File: src/rtl/wishbone_classic_to_up_pkg.sv
// ----------------------------------------------------------------------------
// wishbone_classic_to_up_pkg
//   Shared definitions for the Wishbone-classic to uP (req/ack) bridge:
//   FSM state type, parameter defaults and a helper that sizes the ack
//   timeout counter.
// ----------------------------------------------------------------------------
package wishbone_classic_to_up_pkg;

    typedef enum logic [2:0] {
        ST_IDLE,
        ST_RD_REQ,
        ST_RD_WAIT,
        ST_WR_REQ,
        ST_WR_WAIT,
        ST_RESP
    } state_t;

    localparam int unsigned DEF_ADDRESS_WIDTH  = 32;
    localparam int unsigned DEF_BUS_WIDTH      = 4;
    localparam int unsigned DEF_TIMEOUT_CYCLES = 256;

    // Counter must be able to hold the value TIMEOUT_CYCLES itself.
    function automatic int unsigned cnt_width(input int unsigned cycles);
        return (cycles == 0) ? 1 : $clog2(cycles + 1);
    endfunction

endpackage

File: src/rtl/wishbone_classic_to_up.sv
// ----------------------------------------------------------------------------
// wishbone_classic_to_up
//   Wishbone classic slave to uP (req/ack) bridge. Every Wishbone access maps
//   to exactly one uP read and/or write; partial byte-select writes are done
//   as read-modify-write. A uP slave that never acks yields a wb_err pulse.
//
// Ports
//   clk, rst                  clock, synchronous active-high reset
//   s_wb_cyc/stb/we           Wishbone cycle, strobe, write enable
//   s_wb_addr, s_wb_data_i    byte address, write data
//   s_wb_sel                  byte selects
//   s_wb_ack, s_wb_err        one-cycle completion / timeout pulses
//   s_wb_data_o               read data, valid while s_wb_ack=1
//   up_rreq/up_rack           uP read request pulse / ack
//   up_raddr, up_rdata        uP read address (word aligned) / read data
//   up_wreq/up_wack           uP write request pulse / ack
//   up_waddr, up_wdata        uP write address (word aligned) / write data
// ----------------------------------------------------------------------------
module wishbone_classic_to_up
    import wishbone_classic_to_up_pkg::*;
#(
    parameter int unsigned ADDRESS_WIDTH  = DEF_ADDRESS_WIDTH,
    parameter int unsigned BUS_WIDTH      = DEF_BUS_WIDTH,
    parameter int unsigned TIMEOUT_CYCLES = DEF_TIMEOUT_CYCLES
) (
    input  logic                       clk,
    input  logic                       rst,
    input  logic                       s_wb_cyc,
    input  logic                       s_wb_stb,
    input  logic                       s_wb_we,
    input  logic [ADDRESS_WIDTH-1:0]   s_wb_addr,
    input  logic [BUS_WIDTH*8-1:0]     s_wb_data_i,
    input  logic [BUS_WIDTH-1:0]       s_wb_sel,
    output logic                       s_wb_ack,
    output logic                       s_wb_err,
    output logic [BUS_WIDTH*8-1:0]     s_wb_data_o,
    output logic                       up_rreq,
    input  logic                       up_rack,
    output logic [ADDRESS_WIDTH-1:0]   up_raddr,
    input  logic [BUS_WIDTH*8-1:0]     up_rdata,
    output logic                       up_wreq,
    input  logic                       up_wack,
    output logic [ADDRESS_WIDTH-1:0]   up_waddr,
    output logic [BUS_WIDTH*8-1:0]     up_wdata
);

    localparam int unsigned DW = BUS_WIDTH * 8;
    localparam int unsigned CW = cnt_width(TIMEOUT_CYCLES);
    localparam logic [CW-1:0] TO_LIMIT = CW'(TIMEOUT_CYCLES);
    localparam logic [ADDRESS_WIDTH-1:0] LOW_MASK = ADDRESS_WIDTH'(BUS_WIDTH - 1);

    state_t                     state_q;
    logic [ADDRESS_WIDTH-1:0]   addr_q;
    logic [DW-1:0]              wb_data_q;
    logic [BUS_WIDTH-1:0]       sel_q;
    logic                       we_q;
    logic                       abort_q;
    logic [CW-1:0]              cnt_q;
    logic [DW-1:0]              wdata_q;
    logic [DW-1:0]              data_o_q;
    logic                       rreq_q;
    logic                       wreq_q;
    logic                       ack_q;
    logic                       err_q;

    logic                       timeout_hit;
    logic                       abort_now;
    logic                       sel_full;
    logic                       sel_none;
    logic [DW-1:0]              merge_d;

    // Byte i comes from the Wishbone write data when selected, else from the
    // value just read back from the uP slave.
    function automatic logic [DW-1:0] merge_bytes(
        input logic [DW-1:0]        wr,
        input logic [DW-1:0]        rd,
        input logic [BUS_WIDTH-1:0] sel
    );
        logic [DW-1:0] m;
        m = rd;
        for (int unsigned i = 0; i < BUS_WIDTH; i++) begin
            if (sel[i]) m[i*8 +: 8] = wr[i*8 +: 8];
        end
        return m;
    endfunction

    always_comb begin
        timeout_hit = (TIMEOUT_CYCLES != 0) && (cnt_q == TO_LIMIT);
        // A cycle dropped now or earlier in this access both count as abort.
        abort_now   = abort_q | ~s_wb_cyc;
        sel_full    = &s_wb_sel;
        sel_none    = ~|s_wb_sel;
        merge_d     = merge_bytes(wb_data_q, up_rdata, sel_q);
    end

    always_ff @(posedge clk) begin
        if (rst) begin
            state_q   <= ST_IDLE;
            addr_q    <= '0;
            wb_data_q <= '0;
            sel_q     <= '0;
            we_q      <= 1'b0;
            abort_q   <= 1'b0;
            cnt_q     <= '0;
            wdata_q   <= '0;
            data_o_q  <= '0;
            rreq_q    <= 1'b0;
            wreq_q    <= 1'b0;
            ack_q     <= 1'b0;
            err_q     <= 1'b0;
        end else begin
            rreq_q   <= 1'b0;
            wreq_q   <= 1'b0;
            ack_q    <= 1'b0;
            err_q    <= 1'b0;
            data_o_q <= '0;

            case (state_q)
                ST_IDLE: begin
                    if (s_wb_cyc && s_wb_stb) begin
                        addr_q    <= s_wb_addr & ~LOW_MASK;
                        wb_data_q <= s_wb_data_i;
                        sel_q     <= s_wb_sel;
                        we_q      <= s_wb_we;
                        abort_q   <= 1'b0;
                        cnt_q     <= '0;
                        if (s_wb_we && sel_none) begin
                            state_q <= ST_RESP;
                            ack_q   <= 1'b1;
                        end else if (s_wb_we && sel_full) begin
                            state_q <= ST_WR_REQ;
                            wreq_q  <= 1'b1;
                            wdata_q <= s_wb_data_i;
                        end else begin
                            state_q <= ST_RD_REQ;
                            rreq_q  <= 1'b1;
                        end
                    end
                end

                ST_RD_REQ, ST_RD_WAIT: begin
                    cnt_q <= cnt_q + CW'(1);
                    if (!s_wb_cyc) abort_q <= 1'b1;
                    if (up_rack) begin
                        cnt_q <= '0;
                        if (abort_now) begin
                            // Aborted partial writes never issue the write.
                            state_q <= ST_IDLE;
                        end else if (!we_q) begin
                            state_q  <= ST_RESP;
                            ack_q    <= 1'b1;
                            data_o_q <= up_rdata;
                        end else begin
                            state_q <= ST_WR_REQ;
                            wreq_q  <= 1'b1;
                            wdata_q <= merge_d;
                        end
                    end else if (timeout_hit) begin
                        state_q <= abort_now ? ST_IDLE : ST_RESP;
                        err_q   <= ~abort_now;
                    end else begin
                        state_q <= ST_RD_WAIT;
                    end
                end

                ST_WR_REQ, ST_WR_WAIT: begin
                    cnt_q <= cnt_q + CW'(1);
                    if (!s_wb_cyc) abort_q <= 1'b1;
                    if (up_wack) begin
                        cnt_q   <= '0;
                        state_q <= abort_now ? ST_IDLE : ST_RESP;
                        ack_q   <= ~abort_now;
                    end else if (timeout_hit) begin
                        state_q <= abort_now ? ST_IDLE : ST_RESP;
                        err_q   <= ~abort_now;
                    end else begin
                        state_q <= ST_WR_WAIT;
                    end
                end

                ST_RESP: state_q <= ST_IDLE;

                default: state_q <= ST_IDLE;
            endcase
        end
    end

    assign s_wb_ack    = ack_q;
    assign s_wb_err    = err_q;
    assign s_wb_data_o = data_o_q;
    assign up_rreq     = rreq_q;
    assign up_wreq     = wreq_q;
    assign up_raddr    = addr_q;
    assign up_waddr    = addr_q;
    assign up_wdata    = wdata_q;

endmodule

File: config.mk
export PLATFORM = sky130hd
export DESIGN_NAME = wishbone_classic_to_up
export DESIGN_NICKNAME = d
export VERILOG_FILES = /design/src/rtl/wishbone_classic_to_up_pkg.sv /design/src/rtl/wishbone_classic_to_up.sv
export SDC_FILE = /design/constraint.sdc
export NUM_CORES = 1
export LEC_CHECK = 0
export ABC_CLOCK_PERIOD_IN_PS = 2700
export BUFFER_PORTS_ARGS = -buffer_cell sky130_fd_sc_hd__buf_2
export CAP_MARGIN = 20
export CORE_UTILIZATION = 55
export CTS_BUF_LIST = sky130_fd_sc_hd__clkbuf_8
export DETAILED_ROUTE_END_ITERATION = 10
export PLACE_DENSITY_LB_ADDON = 0.2
export SLEW_MARGIN = 0
export SYNTH_ARGS = -nofsm -noshare
export SYNTH_HDL_FRONTEND = slang
export SYNTH_SLANG_ARGS = --single-unit
File: constraint.sdc
create_clock -name clk -period 2.7 [get_ports clk]
set_clock_uncertainty 0.2 [all_clocks]
set_input_delay 0.135 -clock clk [delete_from_list [all_inputs] [get_ports clk]]
set_output_delay 0.135 -clock clk [all_outputs]
set_load 0.02 [all_outputs]
==> results of run 1 <==
[cells in the mapped netlist (2+ instances only)]
cell type	instances
nor3_1	34
nand3_1	37
buf_4	35
o21ai_1	3
xnor2_1	7
or4_1	2
dfxtp_1	148
a21oi_1	108
inv_1	5
nand2_1	144
and2_1	37
nor2_1	12
nand4_1	2
buf_2	21
o21a_1	33
nor4b_1	3
buf_1	7
and4_1	2
ha_1	2
o22ai_1	32
a31o_2	2
nor4_1	6
clkbuf_1	36
mux2i_1	32
[area by class of cell]
cell class,instances,area share
flip-flops and latches,148,0.3378
multi-input cells,524,0.3358
repair buffers,350,0.2641
clock buffers,20,0.03137
well taps,143,0.02039
clock inverters,11,0.008413
inverters,5,0.002139
[registers in the layout, indices dropped and copies added, names as in the netlist]
signal	cells
up_rreq	1
s_wb_err	1
up_wreq	1
we_q	1
up_raddr	30
wb_data_q	32
cnt_q	9
sel_q	4
abort_q	1
s_wb_ack	1
up_wdata	32
s_wb_data_o	32
state_q	3
[through the flow]
step	setup WS [ns]	hold WS (ns)	util	power (mW)	std cells
floorplan	0.9231	0.05671	-	2.805	776
global placement	0.4071	0.1556	0.6485	2.980	1068
detailed placement	0.2966	0.1545	0.6485	3.004	1068
CTS	0.2806	0.02185	0.7685	4.632	1201
global route	0.01818	0.03984	0.7685	4.833	1201
finish	0.2273	0.03559	0.7685	4.629	1201
[critical path, delay by kind of cell (launching register included)]
family	cells	cell delay, ns
compound gates	3	0.44
xor+xnor	1	0.72
flops	1	0.47
buf+inv	1	0.53
[logic make-up after synthesis]
group                      after synthesis  share of synthesized area
AOI/OAI and AO/OA                      190                     0.1760
xor gates and xnor gates                 8                    0.01090
adders and majority gates                2                   0.003893
buffers and inverters                  104                    0.08528
and+or+nand+nor                        288                     0.2124
DFF                                    148                     0.4611
muxes                                   32                    0.04984
other                                    1                  0.0005836
[path summary, 6_finish.rpt]
path                         to  slack (ns)
hold reg to reg   wb_data_q[19]        0.26
setup reg to reg   up_wdata[21]        0.23
hold / removal    wb_data_q[19]        0.04
setup / recovery   up_wdata[21]        0.23
[routing by layer]
layer | wire (µm) | share of wire | track usage
met4 | 701 | 0.036 | 0.1776
met1 | 7549 | 0.38 | 0.3800
met3 | 1427 | 0.072 | 0.07995
met2 | 10030 | 0.51 | 0.5446
met5 | 0 | 0 | 0
[where the power goes]
part | leakage, nW | switching (mW) | internal [mW]
Sequential | 1.20 | 0.0639 | 2.25
Combinational | 2.36 | 0.425 | 0.349
Clock | 0.203 | 0.768 | 0.769
Total | 3.77 | 1.26 | 3.37
==> flow_summary_export.csv, run 1 <==
group,metric,value,unit
timing,tns,0,ns
power_and_ir_drop,ir_worst_vdd,331.9,µV
timing,setup_violations,0,
detailed_routing,vias_per_cell,5.596,
synthesis,syn-cell-area,6426,µm²
critical_path,worst_path_largest_cell_delay,0.72,ns
grt,grt_pass1_vias,6305,
synthesis,synth_top_area_frac,0.4611,
synthesis,yosysWarnings,0,
grt,grt_pass1_wl,30.02,mm
cts,cts_root_buf,"clkbuf_8",
synthesis,yosys-top-cells-area,"dfxtp_1, a21oi_1, nand2_1",
layout,diodes,0,
timing,worstMarginPinSlew,0.8043,ns
synthesis,ys_ff_latch,148,
detailed_routing,drt_wl_total,19.71,mm
layout,fin_area,8775,µm²
power_and_ir_drop,leakage,3.768,nW
detailed_routing,drc,0,
place,place.gp.congestion,0.9165,
cts,cts_hold_buf,102,
flow_run,cap_violations,0,
timing,fin_crit_sh,0.9158,
die,die_w,110.1,µm
critical_path,critPathArrivalTime,2.64,ns
detailed_routing,dr.first_iter.drc_count,414,
layout,nFillCells,821,
cts,cts_setup_buffers,0,
critical_path,path_class,"flop to flop",
cts,clk_latency,0.45,ns
grt,track_usage,0.3244,
grt,antenna_found_initial,0,
detailed_routing,wl_per_cell,16.41,µm
detailed_routing,postRouteAntennaNets,0,
critical_path,r2r_cells,5,
place,portBuffers,232,
power_and_ir_drop,p_per_area,527.5,nW/µm²
die,core,11420,µm²
cts,cts.clk_slew.worst_paths,0.08,ns
timing,rsz0062_at_grt,"false",
die,dieArea,12120,µm²
critical_path,critPathRequiredTime,2.86,ns
layout,multi_input_area,2947,µm²
critical_path,cp-start-kind,"flop",
die,io_pins,239,
run_status,status,"completed",
die,fp-row-count,39,
detailed_routing,firstDrtPassIters,6,
critical_path,crit_chain,"xnor2_2 > buf_4 > o21a_1 > o22ai_1 > a21oi_1",
critical_path,cp_max_fo,41,
timing,clock.fmax,404.4,MHz
timing,timing.slew.headroom,0.4611,
timing,period_minus_slack,2.473,ns
layout,drive_above_1_share,0.2675,
worst_hold_path,whs_path_depth,2,
critical_path,critical_path.startpoint,"state_q[0]",
synthesis,yosysTopAreaCell,"dfxtp_1",
critical_path,critPathSlowestCell,"xnor2_2",
place,dp_hpwl,11.70,mm
cts,clock_sinks,148,
synthesis,synth_cells,773,
critical_path,reg2reg_from,"state_q[0]",
grt,grt_max_degree,66,
cts,ctsHtreeMaxLevel,4,
cts,numCtsBuffers,17,
timing,hold_viol,0,
timing,drv_slew,0,
layout,final-seq-area,2964,µm²
worst_hold_path,hold_start,"rst",
layout,final_cell_mix,"buf_2, dfxtp_1, nand2_1",
worst_hold_path,hold_path.class,"primary input to flop",
synthesis,synth_edf_count,0,
cts,cts_tree,"done",
layout,fin_nets,1155,
die,start_util,0.5628,
critical_path,worstSetupEndpointType,"flop",
layout,layout_commonest_cell,"buf_2",
synthesis,synth_cell_types,47,
place,place_area,7405,µm²
synthesis,async_flop_share,0,
detailed_routing,num_vias,6721,
die,die_height,110.1,µm
synthesis,ys_seq_area_frac,0.4611,
grt,grt_overflow_total,0,
layout,area_growth,36.55,%
cts,clockBufferDepth,2,
synthesis,synth-main-ff-cell,"dfxtp_1",
synthesis,syn_area_per_cell,8.313,µm²
cts,cts_resized,0,
Power figures use the tool's default switching activity.
==> run 2: changes to the inputs <==
PLACE_DENSITY = 0.86   (was not set)
PLACE_DENSITY_LB_ADDON = not set   (was 0.2)
==> run 2 against run 1 <==
Net effect: wire length increased by 8.0%; setup slack improved by 0.017 ns; die area unchanged; worst hold slack gained 0.079 ns; fmax up 0.68%; register-to-register slack better by 0.02 ns.
==> flow_summary_export.csv, run 2 (synthesized netlist as in run 1, its figures left out) <==
group,metric,value,unit
critical_path,critPathSlowestCell,"dlygate4sd3_1",
timing,clock.fmax,407.2,MHz
cts,clk_latency,0.45,ns
layout,fin_nets,1163,
grt,grt_max_degree,95,
detailed_routing,firstDrtPassIters,6,
layout,nFillCells,738,
timing,tns,0,ns
die,core,11420,µm²
layout,final_cell_mix,"buf_2, dfxtp_1, nand2_1",
run_status,status,"completed",
detailed_routing,drt_wl_total,21.29,mm
die,start_util,0.5628,
timing,fin_crit_sh,0.9096,
grt,grt_overflow_total,0,
cts,numCtsBuffers,17,
detailed_routing,vias_per_cell,5.762,
timing,drv_slew,0,
layout,drive_above_1_share,0.2711,
cts,cts_root_buf,"clkbuf_8",
critical_path,crit_chain,"buf_4 > nor3_4 > nand2_4 > buf_12 > nand2_1 > a21oi_1 > dlygate4sd3_1",
grt,grt_pass1_wl,31.46,mm
layout,final_cell_count_no_fill,1211,
timing,timing.slew.headroom,0.5275,
die,io_pins,239,
place,place.gp.congestion,0.8761,
timing,setup_violations,0,
layout,fin_area,8975,µm²
cts,cts.clk_slew.worst_paths,0.08,ns
layout,layout_commonest_cell,"buf_2",
die,die_height,110.1,µm
power_and_ir_drop,p_total,4.980,mW
critical_path,cp_max_fo,50,
place,portBuffers,232,
die,die_w,110.1,µm
power_and_ir_drop,p_per_area,554.9,nW/µm²
cts,clockBufferDepth,2,
worst_hold_path,hold_path.class,"primary input to flop",
critical_path,worstSetupEndpointType,"flop",
critical_path,cp-start-kind,"flop",
cts,clock_sinks,148,
detailed_routing,num_vias,6978,
die,dieArea,12120,µm²
flow_run,cap_violations,0,
layout,post-route-util,0.7860,
power_and_ir_drop,leakage,3.851,nW
detailed_routing,dr.first_iter.drc_count,746,
critical_path,critPathArrivalTime,2.60,ns
critical_path,crit_buf_inv,3,
place,place_ws,0.3390,ns
timing,period_minus_slack,2.456,ns
place,place_inst,1068,
detailed_routing,wl_per_cell,17.58,µm
timing,whs,0.1146,ns
detailed_routing,drc,0,
critical_path,critPathTopFamily,"buffers and inverters",
critical_path,path_class,"flop to flop",
critical_path,critPathRequiredTime,2.84,ns
place,place_area,7442,µm²
place,dp_hpwl,11.56,mm
critical_path,worst_path_largest_cell_delay,0.55,ns
timing,hold_viol,0,
grt,track_usage,0.3419,
timing,rsz0062_at_grt,"false",
timing,worstMarginPinSlew,0.6992,ns
detailed_routing,postRouteAntennaNets,0,
die,fp-row-count,39,
layout,area_growth,39.66,%
grt,antenna_found_initial,1,
cts,ctsHtreeMaxLevel,4,
timing,setup_ws,0.2440,ns
power_and_ir_drop,ir_worst_vdd,450.5,µV
grt,grt_pass1_vias,6457,
cts,cts_tree,"done",
run 2: cell count changes in the layout (fill, tap and decap cells not counted), sizes merged:
| cell | change |
|---|---|
| buf | +2 |
| bufinv | +3 |
| clkinvlp | +2 |
| diode | +2 |
| clkbuf | -1 |
| inv | -4 |
| dlygate4sd3 | +6 |
run 2: final timing paths:
| kind | end | cells after the start | startpoint | slack (ns) |
|---|---|---|---|---|
| worst max-delay path | wb_data_q[16] | 7 | state_q[0] | 0.24 |
| worst min-delay path | state_q[0] | 4 | s_wb_stb | 0.11 |
| worst max register to register | wb_data_q[16] | 7 | state_q[0] | 0.24 |
| worst min register to register | wb_data_q[22] | 2 | wb_data_q[22] | 0.26 |
run 2: where the power goes:
| group | leakage (nW) | switching, mW | total, mW | internal [mW] |
|---|---|---|---|---|
| Sequential | 1.20 | 0.0623 | 2.32 | 2.25 |
| Combinational | 2.43 | 0.446 | 0.813 | 0.366 |
| Clock | 0.217 | 0.815 | 1.85 | 1.04 |
run 2: worst register-to-register path: stages (launching register included):
cell           delay [ns]
dfxtp_1              0.34
buf_4                0.18
nor3_4               0.37
nand2_4              0.27
buf_12               0.27
nand2_1              0.10
a21oi_1              0.06
dlygate4sd3_1        0.55
run 2: routing by layer:
metal  global-route usage  routed length (µm)  share of wire  up-vias
met2               0.5888               10590           0.50      451
met1               0.3787                7762           0.36     3225
met5                    0                   0              0        -
met3              0.09877                1919          0.090      111
li1                     -                   -              -     3191
met4               0.1889                1014          0.048        0
run 2: final cells by class:
class	count	area, µm²	share of cell area
sequential	148	2964	0.3303
inverter	5	18.77	0.002091
tap	143	178.9	0.01994
timing repair buffer	358	2430	0.2707
clock buffer	19	261.5	0.02914
clock inverter	12	163.9	0.01826
multi-input combinational	524	2953	0.3290
antenna	2	5.005	0.0005576
run 2: what timing repair did:
action                                  CTS  global route
resized for setup                         0             2
hold buffers                            108             0
endpoints found under the setup margin    0             5
setup buffers                             0             2
hold endpoints to repair                139             0
==> run 3: changes to the inputs <==
CORE_ASPECT_RATIO = 0.5   (was not set)
CORE_UTILIZATION = 53   (was 55)
CTS_BUF_LIST = not set   (was sky130_fd_sc_hd__clkbuf_8)
PLACE_DENSITY = 0.83   (was 0.86)
==> run 3 against run 2 <==
Net effect: the run now ends with DRC left; sequential power hardly changed; critical endpoint is now wb_data_q[6]; setup slack worse by 0.046 ns; via count is 0.53% lower; combinational power is 0.9% lower; fmax is 1.8% lower; worst hold slack better by 0.041 ns; cell count is 1.7% higher; first-iteration DRC count is 22% lower; core utilization is 1.8 points higher; cell area is 2.0% higher; register-to-register slack worse by 0.05 ns; clock-buffer cell count is 1 lower.
==> flow_summary_export.csv, run 3 (synthesized netlist as in run 1, its figures left out) <==
group,metric,value,unit
run_status,status,"finished with violations",
run_status,violations,"DRC",
place,place_ws,0.3109,ns
critical_path,crit_chain,"nor3_4 > and2_2 > buf_6 > nand2_1 > a21oi_1 > dlygate4sd3_1",
detailed_routing,postRouteAntennaNets,0,
layout,nFillCells,728,
die,die_height,79.86,µm
cts,clockBufferDepth,2,
detailed_routing,drc,1,
timing,worstMarginPinSlew,0.7320,ns
cts,clock_sinks,148,
cts,cts.clk_slew.worst_paths,0.07,ns
place,place_area,7427,µm²
timing,rsz0062_at_grt,"false",
place,portBuffers,232,
die,dieArea,12600,µm²
layout,final_cell_mix,"buf_2, dfxtp_1, nand2_1",
timing,clock.fmax,399.7,MHz
layout,drive_above_1_share,0.2731,
critical_path,critPathSlowestCell,"dlygate4sd3_1",
grt,met1_usage,0.3770,
timing,whs,0.1554,ns
critical_path,path_class,"flop to flop",
layout,fin_nets,1169,
grt,grt_overflow_total,0,
die,die_w,157.7,µm
die,fp-row-count,27,
worst_hold_path,hold_path.class,"primary input to flop",
detailed_routing,vias_per_cell,5.634,
grt,met3_usage,0.06678,
detailed_routing,num_vias,6941,
critical_path,crit_buf_inv,2,
detailed_routing,firstDrtPassIters,8,
place,dp_hpwl,12.34,mm
timing,setup_ws,0.1982,ns
layout,diodes,0,
detailed_routing,drt_wl_total,21.16,mm
place,place.gp.congestion,0.9013,
grt,track_usage,0.3372,
grt,grt_max_degree,48,
critical_path,worst_path_largest_cell_delay,0.59,ns
grt,gr-usage-met2,0.5907,
cts,cts_tree,"done",
timing,hold_viol,0,
critical_path,worstSetupEndpointType,"flop",
critical_path,critPathArrivalTime,2.67,ns
layout,fin_area,9155,µm²
detailed_routing,dr.first_iter.drc_count,585,
timing,setup_violations,0,
timing,fin_crit_sh,0.9266,
critical_path,critPathTopFamily,"buffers and inverters",
cts,numCtsBuffers,17,
timing,period_minus_slack,2.502,ns
flow_run,cap_violations,0,
die,start_util,0.5645,
critical_path,cp-start-kind,"flop",
power_and_ir_drop,p_per_area,595.3,nW/µm²
cts,cts_root_buf,"clkbuf_16",
critical_path,cp_max_fo,40,
grt,grt.busiest_layer,"met2",
die,core,11380,µm²
timing,tns,0,ns
cts,ctsHtreeMaxLevel,4,
timing,timing.slew.headroom,0.5054,
layout,layout_commonest_cell,"buf_2",
power_and_ir_drop,ir_worst_vdd,473.2,µV
die,io_pins,239,
power_and_ir_drop,p_total,5.450,mW
grt,grt_pass1_wl,32.86,mm
timing,drv_slew,0,
power_and_ir_drop,leakage,3.921,nW
grt,grt_pass1_vias,6789,
critical_path,critPathRequiredTime,2.87,ns
grt,antenna_found_initial,0,
detailed_routing,wl_per_cell,17.17,µm
layout,area_growth,42.46,%
cts,clk_latency,0.43,ns
## run 3: changes by cell type in the layout (fill, tap and decap cells not counted), moves of 4 or more
cell and change:
buf_12 -4, clkbuf_16 +17, clkbuf_8 -18, dlygate4sd3_1 +6
inv_6 +4
## run 3: layout make-up
cell class / count / area [µm²] / share of cell area
Timing Repair Buffer: 364 / 2444 / 0.2669
Tap cell: 159 / 198.9 / 0.02173
Clock buffer: 18 / 439.2 / 0.04797
Multi-Input combinational cell: 524 / 2947 / 0.3219
Inverter: 5 / 18.77 / 0.002050
Sequential cell: 148 / 2964 / 0.3238
Clock inverter: 14 / 143.9 / 0.01572
## run 3: worst paths after layout
check             depth (start not counted)  slack [ns]             to     startpoint
setup / recovery                          6        0.20   wb_data_q[6]     state_q[2]
hold / removal                            5        0.16  wb_data_q[12]       s_wb_stb
setup reg to reg                          6        0.20   wb_data_q[6]     state_q[2]
hold reg to reg                           2        0.26  wb_data_q[15]  wb_data_q[15]
## run 3: where the power goes
group / switching, mW / internal (mW)
clock: 1.01 / 1.32
sequential: 0.0626 / 2.26
combinational: 0.444 / 0.362
total: 1.51 / 3.94
## run 3: tightest hold or removal path: stages
cell and delay, ns:
buf_2 0.12, and2_1 0.22, nand2_2 0.11, nand2_1 0.07, a21oi_1 0.06
## run 3: repair_timing
action,4_1_cts,5_1_grt
setup buffers,0,0
setup endpoints to repair,0,1
endpoints found under the hold margin,139,0
gates resized for setup,0,1
hold buffers,114,0
## run 3: metrics by stage
| step | utilization | instances |
|---|---|---|
| final | 0.8042 | 1232 |
| after global routing | 0.8042 | 1232 |
| after CTS | 0.8038 | 1232 |
| after detailed placement | 0.6524 | 1086 |
| after global placement | 0.6524 | 1086 |
| after floorplan | - | 776 |
## run 3: layer usage
layer / part of all wire / up-vias
li1: - / 3208
met1: 0.38 / 3254
met2: 0.50 / 397
met3: 0.076 / 82
met4: 0.040 / 0
met5: 0 / -
